<file path="src/rtl/arith_pkg.sv">
// Shared arithmetic definitions: slice width and the serial-subtractor state encoding.
package arith_pkg;

  localparam int BYTE_W = 8;

  typedef enum logic [1:0] {
    IDLE,
    RUN,
    DONE
  } sub_state_t;

endpackage

</file>
<file path="src/rtl/borrow_lookahead_subtractor_8b.sv">
// Combinational 8-bit subtractor: difference = minuend - subtrahend - borrow_i,
// with every slice-internal borrow computed directly from generate/propagate terms.
module borrow_lookahead_subtractor_8b
  import arith_pkg::*;
(
  input  logic [BYTE_W-1:0] minuend_i,
  input  logic [BYTE_W-1:0] subtrahend_i,
  input  logic              borrow_i,
  output logic [BYTE_W-1:0] difference_o,
  output logic              borrow_o
);

  logic [BYTE_W-1:0] gen;
  logic [BYTE_W-1:0] prop;
  logic [BYTE_W:0]   borrow;

  assign gen  = ~minuend_i & subtrahend_i;
  assign prop = ~(minuend_i ^ subtrahend_i);

  // Borrow into bit i+1 is a flat sum of products over gen/prop of bits 0..i.
  always_comb begin : lookahead
    logic acc;
    logic chain;
    acc       = 1'b0;
    chain     = 1'b1;
    borrow    = '0;
    borrow[0] = borrow_i;
    for (int i = 0; i < BYTE_W; i++) begin
      acc   = 1'b0;
      chain = 1'b1;
      for (int j = i; j >= 0; j--) begin
        acc   = acc | (chain & gen[j]);
        chain = chain & prop[j];
      end
      borrow[i+1] = acc | (chain & borrow_i);
    end
  end

  assign difference_o = minuend_i ^ subtrahend_i ^ borrow[BYTE_W-1:0];
  assign borrow_o     = borrow[BYTE_W];

endmodule

</file>
<file path="src/rtl/byte_serial_subtractor.sv">
// WIDTH-bit subtractor that processes one byte slice per clock, LSB first,
// through a single shared lookahead slice, with valid/ready on both sides.
module byte_serial_subtractor
  import arith_pkg::*;
#(
  parameter int WIDTH = 32
) (
  input  logic             clk_i,
  input  logic             rst_ni,
  input  logic             valid_i,
  output logic             ready_o,
  input  logic [WIDTH-1:0] minuend_i,
  input  logic [WIDTH-1:0] subtrahend_i,
  input  logic             borrow_i,
  output logic             valid_o,
  input  logic             ready_i,
  output logic [WIDTH-1:0] difference_o,
  output logic             borrow_o,
  output logic             overflow_o,
  output logic             zero_o
);

  localparam int NSLICE = WIDTH / BYTE_W;
  localparam int CNT_W  = (NSLICE > 1) ? $clog2(NSLICE) : 1;
  localparam logic [CNT_W-1:0] LAST_SLICE = CNT_W'(NSLICE - 1);

  sub_state_t        state_q;
  sub_state_t        state_d;
  logic [CNT_W-1:0]  slice_q;
  logic [WIDTH-1:0]  minuend_q;
  logic [WIDTH-1:0]  subtrahend_q;
  logic [WIDTH-1:0]  diff_q;
  logic [WIDTH-1:0]  diff_d;
  logic              borrow_q;
  logic              borrow_out_q;
  logic              overflow_q;
  logic              zero_q;

  logic [BYTE_W-1:0] slice_a;
  logic [BYTE_W-1:0] slice_b;
  logic [BYTE_W-1:0] slice_diff;
  logic              slice_borrow;

  logic accept;
  logic last_slice;
  logic result_taken;

  assign ready_o      = (state_q == IDLE);
  assign valid_o      = (state_q == DONE);
  assign accept       = valid_i && ready_o;
  assign result_taken = valid_o && ready_i;
  assign last_slice   = (state_q == RUN) && (slice_q == LAST_SLICE);

  assign slice_a = minuend_q[int'(slice_q)*BYTE_W +: BYTE_W];
  assign slice_b = subtrahend_q[int'(slice_q)*BYTE_W +: BYTE_W];

  borrow_lookahead_subtractor_8b u_slice (
    .minuend_i    (slice_a),
    .subtrahend_i (slice_b),
    .borrow_i     (borrow_q),
    .difference_o (slice_diff),
    .borrow_o     (slice_borrow)
  );

  // Difference with the current slice merged in; the flags are taken from this
  // on the final slice so they agree with the value latched into diff_q.
  always_comb begin
    diff_d = diff_q;
    diff_d[int'(slice_q)*BYTE_W +: BYTE_W] = slice_diff;
  end

  always_ff @(posedge clk_i or negedge rst_ni) begin
    if (!rst_ni) begin
      state_q <= IDLE;
    end else begin
      state_q <= state_d;
    end
  end

  always_comb begin
    state_d = state_q;
    case (state_q)
      IDLE:    if (accept)       state_d = RUN;
      RUN:     if (last_slice)   state_d = DONE;
      DONE:    if (result_taken) state_d = IDLE;
      default:                   state_d = IDLE;
    endcase
  end

  // The counter parks on the last slice rather than wrapping; accept reloads it.
  always_ff @(posedge clk_i or negedge rst_ni) begin
    if (!rst_ni) begin
      slice_q      <= '0;
      minuend_q    <= '0;
      subtrahend_q <= '0;
      diff_q       <= '0;
      borrow_q     <= 1'b0;
      borrow_out_q <= 1'b0;
      overflow_q   <= 1'b0;
      zero_q       <= 1'b0;
    end else if (accept) begin
      minuend_q    <= minuend_i;
      subtrahend_q <= subtrahend_i;
      borrow_q     <= borrow_i;
      slice_q      <= '0;
      diff_q       <= '0;
    end else if (state_q == RUN) begin
      diff_q   <= diff_d;
      borrow_q <= slice_borrow;
      if (last_slice) begin
        borrow_out_q <= slice_borrow;
        overflow_q   <= (minuend_q[WIDTH-1] != subtrahend_q[WIDTH-1]) &&
                        (diff_d[WIDTH-1] != minuend_q[WIDTH-1]);
        zero_q       <= ~|diff_d;
      end else begin
        slice_q <= slice_q + 1'b1;
      end
    end
  end

  assign difference_o = diff_q;
  assign borrow_o     = borrow_out_q;
  assign overflow_o   = overflow_q;
  assign zero_o       = zero_q;

endmodule

</file>
<file path="config.mk">
export PLATFORM = sky130hd
export DESIGN_NAME = byte_serial_subtractor
export DESIGN_NICKNAME = d
export VERILOG_FILES = /design/src/rtl/arith_pkg.sv /design/src/rtl/borrow_lookahead_subtractor_8b.sv /design/src/rtl/byte_serial_subtractor.sv
export SDC_FILE = /design/constraint.sdc
export NUM_CORES = 1
export LEC_CHECK = 0
export CORE_MARGIN = 5
export CORE_UTILIZATION = 50
export CTS_CLUSTER_DIAMETER = 150
export CTS_CLUSTER_SIZE = 10
export DETAILED_ROUTE_END_ITERATION = 16
export DONT_BUFFER_PORTS = 1
export HOLD_SLACK_MARGIN = 0.02
export PLACE_DENSITY_LB_ADDON = 0.1
export SYNTH_ARGS = -nofsm -noshare
export SYNTH_HDL_FRONTEND = slang
export SYNTH_SLANG_ARGS = --single-unit
</file>
<file path="constraint.sdc">
create_clock -name clk_i -period 3.6 [get_ports clk_i]
set_input_delay 0.72 -clock clk_i [delete_from_list [all_inputs] [get_ports clk_i]]
set_output_delay 0.72 -clock clk_i [all_outputs]
set_load 0.01 [all_outputs]
</file>
==> summary.txt <==
Clocking
  – Clock tree from TritonCTS: done
  – Number of clock sinks: 104
  – Count of cells resized by post-cts repair: 0
  – Cell chosen for the clock root: clkbuf_8
  – Clock network latency to the later pin of the worst-skew pair: 0.36 ns
  – Reg clk slew, reported paths: 0.10 ns
  – Level count of the clock H-tree: 3
  – Number of CTS-inserted buffers: 9
  – Number of buffers between clock root and the deepest sink: 2

Routing
  – Per-cell via count in the routed design: 5.78
  – Vias post-DR: 3,062
  – Wirelength per Cell: 20.4 um
  – Total detailed-routing wirelength: 10,800 um
  – Number of violations reported at the end of detailed-routing iteration 0: 73
  – Final routed DRC violation total: 0
  – Antenna violation net count after detailed routing: 0
  – Number of optimization iterations in the first detailed-route pass: 4

Timing
  – Worst clock skew: 0.0117 ns
  – Setup repair after global routing missed its margin: no
  – Relative slew margins: 54.8%
  – Post-route fraction of the period consumed by the critical path: 87.3%
  – Fin crit period: 3.14 ns
  – Number of max-slew violations in the final report: 0
  – Setup TNS: 0 ns
  – Count of endpoints failing hold in the final timing report: 0
  – Worst slew pin tran: 0.678 ns
  – Finish-stage setup viols: 0
  – Fmax: 0.318 GHz

Yosys
  – Synth Cell Area: 0.00492 sq mm
  – Number of enable-type register cells in the synthesized netlist: 0
  – Most numerous cell types in the synthesized netlist: 104 x dfrtp_1, 64 x mux2_2, 34 x nand2_1, 32 x o21ai_0
  – Count leader, synth: dfrtp_1
  – Synthesized netlist cell count: 388
  – Syn avg cell area: 12.7 sq um
  – Main area contributors after synthesis: dfrtp_1 53%, mux2_2 15%, mux4_2 7.3%
  – Count of distinct cell types in the synthesized netlist: 45
  – Dominant register cell in the synthesized netlist: dfrtp_1
  – Post-synth top area share: 52.9%
  – Post-synth net total: 472
  – Proportion of register bits with asynchronous set or reset after synthesis: 100%
  – Synth Warn #: 0
  – Register area share after synthesis: 52.9%
  – Total of flip-flops plus latches after synthesis: 104
  – Cell type with the largest total area after synthesis: dfrtp_1

Floorplanning
  – Std-Cell Rows: 36
  – Die extent in y: 109 um
  – Die Wd: 109 um
  – Full die area: 0.0119 sq mm
  – Area of the core region: 0.00968 sq mm
  – Initial standard-cell utilization of the core: 50.8%
  – Boundary pin count: 106

Setup path
  – Data required time at the worst endpoint: 3.91 ns
  – Crit. path cell count: 9
  – Buf/Inv on CP: 1
  – Launch point of the worst reg-to-reg path: slice_q[0]
  – Cell Chain, Critical Path: buf_4 -> mux4_2 -> ha_1 -> nand3_1 -> o221ai_2 -> xor2_1 -> o22ai_1 -> a2111oi_2 -> a22o_1
  – Arrival time reported for the critical path endpoint: 3.45 ns
  – Cell with the largest stage delay on the worst path: mux4_2
  – Biggest cell delay along the critical path: 0.56 ns
  – Cell count of the worst reg-to-reg path: 9
  – Critical path endpoint category: register
  – Crit. Startpoint: slice_q[0]
  – Worst Setup Path Type: reg2reg
  – Cell family contributing the most delay on the critical path: compound AO/OA/AOI/OAI gates
  – Critical-path maximum fanout: 19
  – Crit start category: register

Final layout
  – Layout overhead on the synthesized area: 7.25%
  – Net count reported at finish: 477
  – N_diodes: 0
  – Fraction of layout cells with a size suffix above 1: 28.7%

Global route
  – Largest net degree at the start of global routing: 105
  – Total track usage: 19.3%
  – Final global-route overflow total: 0
  – Number of antenna violations at the first check in global routing: 1
  – Wire length of the first global-routing pass: 17,500 um
  – Vias in the first global route: 3,326

Worst hold path
  – Worst min-delay path class: in2async

Placement
  – Buffers on Ports: 0
  – Final HPWL from detailed placement: 7730 um
  – Routability Congestion: 0.910

Run
  – Count of maximum capacitance violations: 0

Status
  – Status: finished clean
==> layout by cell type (no fill, tap or decap), drive strengths merged, types with 2 or more instances in the layout <==
cell type	count
a2111oi	2
a211oi	4
a21oi	15
a22o	3
a32o	2
and3	3
buf	8
clkbuf	11
clkinvlp	3
dfrtp	104
ha	14
inv	16
mux2	65
mux4	16
nand2	34
nand2b	3
nand3	7
nand4	3
nor2	13
nor2b	2
nor3	5
nor4	7
o21ai	32
o21bai	2
xnor2	3
xor2	5
==> per-layer routing <==
layer	track usage (%)	vias up	share of wire, %
li1	-	1424	-
met5	0	-	0.18
met1	25.1	1534	41
met3	6.75	19	7.2
met2	31.0	83	49
met4	5.34	2	2.4
==> repair_timing <==
item,4_1_cts,5_1_grt
endpoints found under the hold margin,0,45
buffers inserted,0,0
hold buffers,0,1
==> registers in the layout, summed over array words and instances, names as in the netlist <==
name / cells
difference_o: 32
minuend_q: 32
subtrahend_q: 32
slice_q: 2
state_q: 2
borrow_o: 1
borrow_q: 1
overflow_o: 1
zero_o: 1
==> per-stage QoR <==
stage,setup slack (ns),hold WS [ns],std cells,instance area (sq um),util (%)
after floorplan,0.596,0.424,388,4920,-
after global placement,0.506,0.429,514,5070,52.4
after detailed placement,0.425,0.430,514,5070,52.4
after CTS,0.385,0.0231,529,5250,54.2
after global routing,0.214,0.0228,530,5280,54.5
final,0.456,0.0512,530,5280,54.5
==> final timing paths <==
path,slack [ns],end
worst min-delay path,0.05,minuend_q[31]
min in group clk_i,0.46,state_q[1]
worst max register to register,0.46,zero_o
worst min register to register,0.51,subtrahend_q[14]
worst max-delay path,0.46,zero_o
max in group asynchronous,3.19,difference_o[5]
==> final cells by class <==
| class | instances | area [sq um] |
|---|---|---|
| clock inverter | 4 | 31.3 |
| fill | 847 | 4410 |
| clock buffer | 11 | 141 |
| multi-input combinational | 254 | 2190 |
| sequential | 104 | 2600 |
| inverter | 16 | 60.1 |
| tap | 133 | 166 |
| timing repair buffer | 8 | 80.1 |
==> cell families (layout without fill, tap and decap cells) <==
group / Yosys count / after routing / synth area share, %
AO/OA/AOI/OAI: 66 / 66 / 8.39
adder cells (fa/ha/maj): 15 / 15 / 3.97
buffers and inverters: 30 / 39 / 2.54
XOR/XNOR: 8 / 8 / 1.42
flip-flops: 104 / 104 / 52.9
AND/OR/NAND/NOR: 83 / 83 / 8.27
multiplexers: 82 / 82 / 22.5
==> worst register-to-register path: cells and delay by family (launching register included) <==
| kind | cells | cell delay [ns] |
|---|---|---|
| AND/OR/NAND/NOR | 1 | 0.12 |
| adder cells (fa/ha/maj) | 1 | 0.39 |
| AO/OA/AOI/OAI | 4 | 0.87 |
| buffers and inverters | 1 | 0.33 |
| flip-flops | 1 | 0.34 |
| XOR/XNOR | 1 | 0.47 |
| multiplexers | 1 | 0.57 |
Power is not shown: default switching activity piles up to over one toggle a cycle in this logic, so the estimate is an artifact.
